### src/rtl/fft_peak_detect.sv
// ---------------------------------------------------------------------------
// fft_peak_detect
//
// Reads the positive-frequency half (bins 0 .. N/2-1) of a finished FFT
// result RAM, streams an alpha-max-plus-beta-min magnitude estimate for each
// bin, and reports the largest eligible bin (>= MIN_BIN) once per frame.
//
// A frame starts on a 0->1 edge of done seen while IDLE. The FSM walks
// IDLE -> SWEEP (N/2 reads) -> DRAIN (RD_LAT+1 cycles) -> REPORT (1 cycle).
//
// Parameters
//   width    bit width of each signed real / imaginary component
//   M        log2 of FFT length N
//   RD_LAT   cycles from rd_adr to valid wd (must be >= 1)
//   MIN_BIN  lowest bin eligible for the peak search
//
// Ports
//   clk_slow    in   logic clock, all state on its rising edge
//   reset       in   synchronous, active-low reset
//   done        in   FFT-complete level from the FFT core
//   wd          in   result word {re, im}, both signed
//   rd_adr      out  result RAM read address (0 outside SWEEP)
//   busy        out  high in SWEEP, DRAIN and REPORT
//   mag_valid   out  one-cycle strobe per streamed bin
//   mag_bin     out  bin index of the streamed magnitude
//   mag         out  unsigned magnitude estimate
//   peak_valid  out  one-cycle strobe (REPORT) when the frame peak is final
//   peak_bin    out  bin of the largest magnitude, held until next REPORT
//   peak_mag    out  magnitude at peak_bin, held until next REPORT
//
// Optional feature (macro FFT_PEAK_THRESH_EN)
//   thresh      in   threshold compared against the frame peak
//   peak_hit    out  1 in the REPORT cycle iff peak_mag > thresh
// ---------------------------------------------------------------------------
module fft_peak_detect #(
    parameter int width   = 16,
    parameter int M       = 9,
    parameter int RD_LAT  = 1,
    parameter int MIN_BIN = 1
) (
    input  logic                 clk_slow,
    input  logic                 reset,
    input  logic                 done,
    input  logic [2*width-1:0]   wd,
`ifdef FFT_PEAK_THRESH_EN
    input  logic [width:0]       thresh,
    output logic                 peak_hit,
`endif
    output logic [M-1:0]         rd_adr,
    output logic                 busy,
    output logic                 mag_valid,
    output logic [M-2:0]         mag_bin,
    output logic [width:0]       mag,
    output logic                 peak_valid,
    output logic [M-2:0]         peak_bin,
    output logic [width:0]       peak_mag
);

    localparam int BW = M - 1;                     // bin index width (N/2 bins)
    localparam int CW = $clog2(RD_LAT + 1) + 1;    // drain counter width

    typedef enum logic [1:0] {
        IDLE   = 2'd0,
        SWEEP  = 2'd1,
        DRAIN  = 2'd2,
        REPORT = 2'd3
    } state_t;

    state_t          state_reg, state_next;

    logic            done_d_reg;
    logic            armed_reg;
    logic            done_rise;
    logic [BW-1:0]   addr_reg;
    logic [CW-1:0]   drain_cnt_reg;
    logic            sweep_last;
    logic            drain_last;

    logic            tail_vld;
    logic [BW-1:0]   tail_bin;

    logic [width:0]  comp_abs [2];                 // [1] = |re|, [0] = |im|
    logic [width:0]  abs_max, abs_min, mag_calc;

    logic            mag_valid_reg;
    logic [BW-1:0]   mag_bin_reg;
    logic [width:0]  mag_reg;
    logic [BW-1:0]   run_bin_reg;
    logic [width:0]  run_mag_reg;
    logic [BW-1:0]   peak_bin_reg;
    logic [width:0]  peak_mag_reg;

    // armed_reg only sets once done has been seen low after reset, so a done
    // level that is already high when reset releases cannot start a frame.
    assign done_rise  = done & ~done_d_reg & armed_reg;
    assign sweep_last = (addr_reg == {BW{1'b1}});
    assign drain_last = (drain_cnt_reg == CW'(RD_LAT));

    // ------------------------------------------------------------------ FSM
    always_ff @(posedge clk_slow) begin
        if (!reset) begin
            state_reg <= IDLE;
        end else begin
            state_reg <= state_next;
        end
    end

    always_comb begin
        state_next = state_reg;
        case (state_reg)
            IDLE:    if (done_rise)  state_next = SWEEP;
            SWEEP:   if (sweep_last) state_next = DRAIN;
            DRAIN:   if (drain_last) state_next = REPORT;
            REPORT:                  state_next = IDLE;
            default:                 state_next = IDLE;
        endcase
    end

    // -------------------------------------------------------- control regs
    always_ff @(posedge clk_slow) begin
        if (!reset) begin
            done_d_reg    <= 1'b0;
            armed_reg     <= 1'b0;
            addr_reg      <= '0;
            drain_cnt_reg <= '0;
        end else begin
            done_d_reg <= done;
            if (!done) begin
                armed_reg <= 1'b1;
            end
            // Address wraps to 0 after the last bin, leaving it ready for
            // the next frame.
            addr_reg      <= (state_reg == SWEEP) ? addr_reg + 1'b1 : '0;
            drain_cnt_reg <= (state_reg == DRAIN) ? drain_cnt_reg + 1'b1 : '0;
        end
    end

    assign rd_adr = (state_reg == SWEEP) ? {1'b0, addr_reg} : '0;

    // ------------------------------------- read-latency alignment pipeline
    // Carries the read-valid flag and bin index alongside the RAM access so
    // the tail stage lines up with wd.
    for (genvar gi = 0; gi < RD_LAT; gi++) begin : g_rd_pipe
        logic          vld_in;
        logic [BW-1:0] bin_in;
        logic          vld_reg;
        logic [BW-1:0] bin_reg;

        if (gi == 0) begin : g_src
            assign vld_in = (state_reg == SWEEP);
            assign bin_in = addr_reg;
        end else begin : g_src
            assign vld_in = g_rd_pipe[gi-1].vld_reg;
            assign bin_in = g_rd_pipe[gi-1].bin_reg;
        end

        always_ff @(posedge clk_slow) begin
            if (!reset) begin
                vld_reg <= 1'b0;
                bin_reg <= '0;
            end else begin
                vld_reg <= vld_in;
                bin_reg <= bin_in;
            end
        end
    end

    assign tail_vld = g_rd_pipe[RD_LAT-1].vld_reg;
    assign tail_bin = g_rd_pipe[RD_LAT-1].bin_reg;

    // ------------------------------------------------------------ magnitude
    // Absolute values are taken one bit wider than the component so that
    // the most negative input maps to +2^(width-1) without wrapping.
    for (genvar gi = 0; gi < 2; gi++) begin : g_abs
        logic [width-1:0] comp;
        assign comp        = wd[gi*width +: width];
        assign comp_abs[gi] = comp[width-1] ? -{comp[width-1], comp}
                                            : {1'b0, comp};
    end

    assign abs_max  = (comp_abs[1] > comp_abs[0]) ? comp_abs[1] : comp_abs[0];
    assign abs_min  = (comp_abs[1] > comp_abs[0]) ? comp_abs[0] : comp_abs[1];
    // max <= 2^(width-1) and min/2 <= 2^(width-2): the sum fits in width+1.
    assign mag_calc = abs_max + (abs_min >> 1);

    // -------------------------------------------- stream and peak tracking
    always_ff @(posedge clk_slow) begin
        if (!reset) begin
            mag_valid_reg <= 1'b0;
            mag_bin_reg   <= '0;
            mag_reg       <= '0;
            run_bin_reg   <= '0;
            run_mag_reg   <= '0;
            peak_bin_reg  <= '0;
            peak_mag_reg  <= '0;
        end else begin
            mag_valid_reg <= tail_vld;
            if (tail_vld) begin
                mag_bin_reg <= tail_bin;
                mag_reg     <= mag_calc;
            end

            // Bins arrive in ascending order, so a strict compare keeps the
            // lower bin on ties. Starting at MIN_BIN/0 makes an all-zero
            // frame report MIN_BIN with magnitude 0.
            if (state_reg == IDLE && done_rise) begin
                run_bin_reg <= BW'(MIN_BIN);
                run_mag_reg <= '0;
            end else if (tail_vld && (tail_bin >= BW'(MIN_BIN))
                         && (mag_calc > run_mag_reg)) begin
                run_bin_reg <= tail_bin;
                run_mag_reg <= mag_calc;
            end

            // Load on REPORT entry so the values are visible together with
            // peak_valid and held until the following REPORT.
            if (state_reg == DRAIN && drain_last) begin
                peak_bin_reg <= run_bin_reg;
                peak_mag_reg <= run_mag_reg;
            end
        end
    end

`ifdef FFT_PEAK_THRESH_EN
    logic peak_hit_reg;

    always_ff @(posedge clk_slow) begin
        if (!reset) begin
            peak_hit_reg <= 1'b0;
        end else begin
            peak_hit_reg <= (state_reg == DRAIN) && drain_last
                            && (run_mag_reg > thresh);
        end
    end

    assign peak_hit = peak_hit_reg;
`endif

    assign busy       = (state_reg != IDLE);
    assign peak_valid = (state_reg == REPORT);
    assign mag_valid  = mag_valid_reg;
    assign mag_bin    = mag_bin_reg;
    assign mag        = mag_reg;
    assign peak_bin   = peak_bin_reg;
    assign peak_mag   = peak_mag_reg;

endmodule

### config.mk
export PLATFORM = sky130hd
export DESIGN_NAME = fft_peak_detect
export DESIGN_NICKNAME = d
export VERILOG_FILES = /design/src/rtl/fft_peak_detect.sv
export SDC_FILE = /design/constraint.sdc
export NUM_CORES = 1
export LEC_CHECK = 0
export BUFFER_PORTS_ARGS = -buffer_cell sky130_fd_sc_hd__buf_2
export CAP_MARGIN = 30
export CORE_ASPECT_RATIO = 2
export CORE_MARGIN = 2
export CORE_UTILIZATION = 54
export CTS_BUF_LIST = sky130_fd_sc_hd__clkbuf_16
export DETAILED_ROUTE_END_ITERATION = 16
export GPL_TIMING_DRIVEN = 0
export PLACE_DENSITY = 0.76
export SYNTH_ARGS = -nofsm -noshare
export SYNTH_HDL_FRONTEND = slang
export SYNTH_SLANG_ARGS = --single-unit
### constraint.sdc
create_clock -name clk_slow -period 7.92 [get_ports clk_slow]
set_input_delay 0.792 -clock clk_slow [delete_from_list [all_inputs] [get_ports clk_slow]]
set_output_delay 0.792 -clock clk_slow [all_outputs]
set_load 0.02 [all_outputs]
=== After elaboration in Yosys (flattened, before gate mapping) ===
Index checks and enable logic that the tools add are counted.

* Output and inout port bits: 62
* Register bits: 99
* Logic and storage cells: 57
* Input port bits: 35

* Bitwise operators: 4
* Reduce and logical (&&, ||, !) cells: 11
* $add $sub $neg: 5
* Equal/unequal tests: 8
* Muxes and demuxes: 11
* Magnitude comparators: 3

{| class="wikitable"
|+ Operators by type and width
! operator !! count
|-
| 17-bit 2-to-1 mux || 4
|-
| 17-bit greater-than comparator || 2
|-
| 17-bit negator || 2
|-
| 17-bit by 16-bit adder with 17-bit output || 1
|-
| 8-bit by 1-bit adder with 8-bit output, second input constant || 1
|-
| 8-bit equality test, second input constant || 1
|-
| 8-bit by 1-bit >= comparator with 1-bit output, second input constant || 1
|-
| 8-bit 2-to-1 mux || 1
|-
| 2-bit case mux with 4 select lines || 1
|-
| 2-bit 2-to-1 mux || 3
|-
| 2-bit != test, second input constant || 3
|-
| 2-bit by 1-bit equality test with 1-bit output, second input constant || 2
|-
| 2-bit equality test, second input constant || 2
|-
| 1-bit logical AND || 4
|-
| 2-bit AND reduction || 2
|-
| 2-bit nonzero test || 2
|-
| 3-bit AND reduction || 1
|-
| 2-bit by 1-bit adder with 2-bit output, second input constant || 1
|-
| 1-bit bitwise AND || 2
|-
| 2-bit zero test || 1
|-
| 1-bit 2-to-1 mux || 2
|-
| 1-bit NOT || 2
|-
| 2-bit OR reduction || 1
|}

=== Logic depth before layout (Yosys ltp) ===
* Depth after elaboration: 9
* Mapped depth: 30
* Gate-level depth less buffers: 28

=== Least setup slack after synthesis ===
Ideal clock, no wire load.

* Kind: input to register
* Start: input port wd[24]
* End: register run_bin_reg[1]
* Slack: 1.021 ns
* Path buffers: 2
* Stages on the path: 29
* Arrival time: 6.768 ns
* Setup time: 0.131 ns
* Required time: 7.789 ns
* Cells stage by stage: or4_4 -> or3_1 -> o21ai_0 -> xor2_1 -> inv_1 -> ha_1 -> nand4_1 -> nor4bb_1 -> a21oi_1 -> o211ai_1 -> o21ai_1 -> buf_2 -> mux2i_1 -> ha_1 -> fa_1 -> a211o_1 -> a21oi_1 -> a211oi_1 -> o21ai_0 -> xor2_1 -> inv_1 -> ha_1 -> a21o_1 -> a21oi_1 -> o221ai_1 -> a22oi_4 -> buf_6 -> mux2i_1 -> nor2_1

* Longest elaborated chain between the ends: 7

{| class="wikitable"
|+ RTL lines
! item !! line !! text
|-
| start, declared || 44 || <nowiki>input logic [2*width-1:0] wd,</nowiki>
|-
| 17-bit negator || 177 || <nowiki>assign comp_abs[gi] = comp[width-1] ? -{comp[width-1], comp}</nowiki>
|-
| 17-bit 2-to-1 mux * || 177 ||
|-
| 17-bit greater-than comparator || 181, 182 ||
|-
| 17-bit 2-to-1 mux (on tied branches) || 181, 182 ||
|-
| 17-bit by 16-bit adder with 17-bit output * || 184 || <nowiki>assign mag_calc = abs_max + (abs_min >> 1);</nowiki>
|-
| net mag_calc[14] || 83 || <nowiki>logic [width:0] abs_max, abs_min, mag_calc;</nowiki>
|-
| 17-bit greater-than comparator * || 210 || <nowiki>&& (mag_calc > run_mag_reg)) begin</nowiki>
|-
| 1-bit logical AND * || 210 ||
|-
| end signal, assigned || 207 || <nowiki>run_bin_reg <= BW'(MIN_BIN);</nowiki>
|-
| end signal, assigned || 211 || <nowiki>run_bin_reg <= tail_bin;</nowiki>
|-
| end, declared || 88 || <nowiki>logic [BW-1:0] run_bin_reg;</nowiki>
|}

Mark *: on every way through the listed nets, which the timed path passes. The rest lies on a longest branch.
A chain may end at the register's enable or synchronous reset.

=== Final worst setup path ===
* Start: input port wd[24]
* End: register run_mag_reg[15]

* Longest elaborated chain between the ends: 7

{| class="wikitable"
|+ RTL lines
! item !! line !! text
|-
| 17-bit negator || 177 ||
|-
| 17-bit 2-to-1 mux * || 177 ||
|-
| 17-bit greater-than comparator || 181, 182 ||
|-
| 17-bit 2-to-1 mux (on tied branches) || 181, 182 ||
|-
| 17-bit by 16-bit adder with 17-bit output * || 184 ||
|-
| net mag_calc[7] || 83 ||
|-
| 17-bit greater-than comparator * || 210 ||
|-
| 1-bit logical AND * || 210 ||
|-
| end signal, assigned || 212 || <nowiki>run_mag_reg <= mag_calc;</nowiki>
|-
| end, declared || 89 || <nowiki>logic [width:0] run_mag_reg;</nowiki>
|}

Marked as above.

==> reports/results.txt <==
Starting Density - 55.1%
CTS tree - done
Main synth FF type - dfxtp_1
Via count of the routed design - 5612
Ports - 97
Remaining global-route overflow - 0
Clk_skew - 9.98 ps
CP max stage delay - 550 ps
Slew @ Worst Pin - 738 ps
HP Class - reg2reg
Number of synthesized flops with an enable pin - 0
Core Area - 11300 sq um
Worst-path clk slew - 70 ps
GRT Total Usage - 25.1%
Ys async rst share - 0%
Gate Count Post-Synth - 739
Hold WS - 428 ps
Clk sinks - 99
Syn_area_per_cell - 8.42 sq um
Hold_buf cts - 0
Diodes inserted - 0
Yosys top cell by area - dfxtp_1
Final setup margin - 382 ps
Crit share post-route - 95.2%
Endpoints failing hold - 0
Via/cell ratio - 5.64
Layout Utilization - 63.8%
VDD IR max - 0.143 mV
Slowest cell on crit path - or4_4
Post-synth cell types - 60
Nets - 942
Ranking of synthesized cells by area - dfxtp_1, ha_1, mux2i_1
HPWL after DPL - 12.6 mm
Crit path required time - 8190 ps
H-tree level count - 3
Synth warnings - 0
Die Y - 156 um
Area grow syn2layout - 15.7%
Vias in the first global route - 5571
Leakage - 3.38 nW
Rel. slew slack - 50.8%
# setup viols final - 0
Post-route ant nets - 0
Die area - 12400 sq um
Antenna violations before repair - 0
IO buf count - 94
Clk root buf - clkbuf_16
Cell Area, Synth - 6220 sq um
Status - complete, no violations
CP Class - in2reg
Synth top area share - 31.9%
Drt total wl - 15.4 mm
DP Worst Slack - -134 ps
Crit-path max FO - 10
Largest net degree at the start of global routing - 18
Die X-Extent - 79.9 um
Num CTS Buffers - 9
CP arrival - 7800 ps
Post-placement cell count - 977
RSZ-0062 raised after global routing - no
Ratio of cells with drive above 1 in the final layout - 16.3%
Initial detailed-routing violation count - 195
Max-slew violations - 0
Remaining DRCs - 0
CP Capture Type - flop
Final min period - 7540 ps
Max Cap Viol - 0
Row cnt - 55
WL per Instance - 15.5 um
Bufs on Longest Clock Path - 2
Worst-Skew Late Latency - 340 ps
Tot Pwr - 1.71 mW
Pwr per Cell Area - 237 nW/um^2
Reg2reg path depth - 9
Post-synthesis sequential area ratio - 31.9%
#FFs+latches synth - 99
FMAX - 0.133 GHz
TritonRoute pass-1 iters - 4
Crit start category - input port
Global-route wire length before repair - 25.1 mm
Fin cells - 995
Hold path cells - 1
Gpl congestion - 0.940
==> power by group <==
group          internal [mW]  total, mW  switching, mW
sequential             0.522      0.538         0.0159
clock                  0.215      0.408          0.193
combinational          0.300      0.764          0.464
==> cells by family after synthesis <==
family	Yosys count	synth area share [%]
AOI/OAI and AO/OA	153	15.9
xor gates and xnor gates	39	5.49
adders and majority gates	59	12.0
buffers and inverters	86	5.67
DFF	99	31.9
muxes	67	10.8
other	2	0.121
and+or+nand+nor	234	18.2
==> repair_timing <==
item	4_1_cts	5_1_grt
setup buffers	0	2
setup endpoints to repair	0	25
gates resized for setup	0	8
==> synth_stat cells (13+ instances only) <==
cell type,n
mux2i_1,67
dfxtp_1,99
a21oi_1,61
nand3_1,13
clkbuf_1,20
nand2_1,83
nor2_1,64
o21ai_0,31
ha_1,58
xor2_1,30
and2_1,24
inv_1,56
==> metrics by stage <==
| stage | instance area (sq um) | setup TNS [ps] |
|---|---|---|
| floorplan | 6230 | 0 |
| global placement | 6880 | 0 |
| detailed placement | 6880 | -1950 |
| CTS | 7150 | 0 |
| global route | 7200 | 0 |
| finish | 7200 | 0 |
==> placed cells by master (no fill, tap or decap), types with 4 or more instances in the layout <==
cell type	count
o21a_1	4
xnor2_1	9
buf_4	4
and4_1	4
xor2_1	30
and2_1	24
nand4_1	9
clkbuf_1	20
mux2i_1	67
inv_1	57
dfxtp_1	99
clkbuf_16	9
ha_1	58
or4_4	4
o21ai_0	31
and3_1	4
nand2_1	83
nand2b_1	4
a21oi_1	60
nand3_1	13
o31ai_1	7
or3_1	5
buf_2	96
a211oi_2	4
nor2_1	64
o211ai_1	4
a21o_1	9
conb_1	4
a211oi_1	8
==> cell type report <==
class / instances / area, sq um
Inverter: 57 / 214
Fill cell: 1006 / 4090
Multi-Input combinational cell: 556 / 3920
Buffer: 29 / 141
Timing Repair Buffer: 96 / 485
Clock inverter: 7 / 51.3
Clock buffer: 9 / 225
Tap cell: 142 / 178
Sequential cell: 99 / 1980
==> layer usage <==
metal	global-route usage (%)	part of all wire, %
met5	0	0
met4	14.6	5.4
met3	3.70	3.2
met2	48.3	55
met1	24.2	36
==> path summary, 6_finish.rpt <==
check                   start          endpoint  slack (ps)
max                    wd[24]   run_mag_reg[15]         380
min          drain_cnt_reg[0]  drain_cnt_reg[0]         430
max reg2reg    run_mag_reg[8]   run_mag_reg[15]        5550
min reg2reg  drain_cnt_reg[0]  drain_cnt_reg[0]         430
==> worst max-delay path, delay by kind of cell <==
kind | cells | cell delay, ps
muxes | 1 | 150
adders and majority gates | 3 | 1060
buffers and inverters | 4 | 640
and+or+nand+nor | 8 | 2710
AOI/OAI and AO/OA | 9 | 1680
xor gates and xnor gates | 2 | 760
Note: power is estimated with default switching activity, not from simulation.
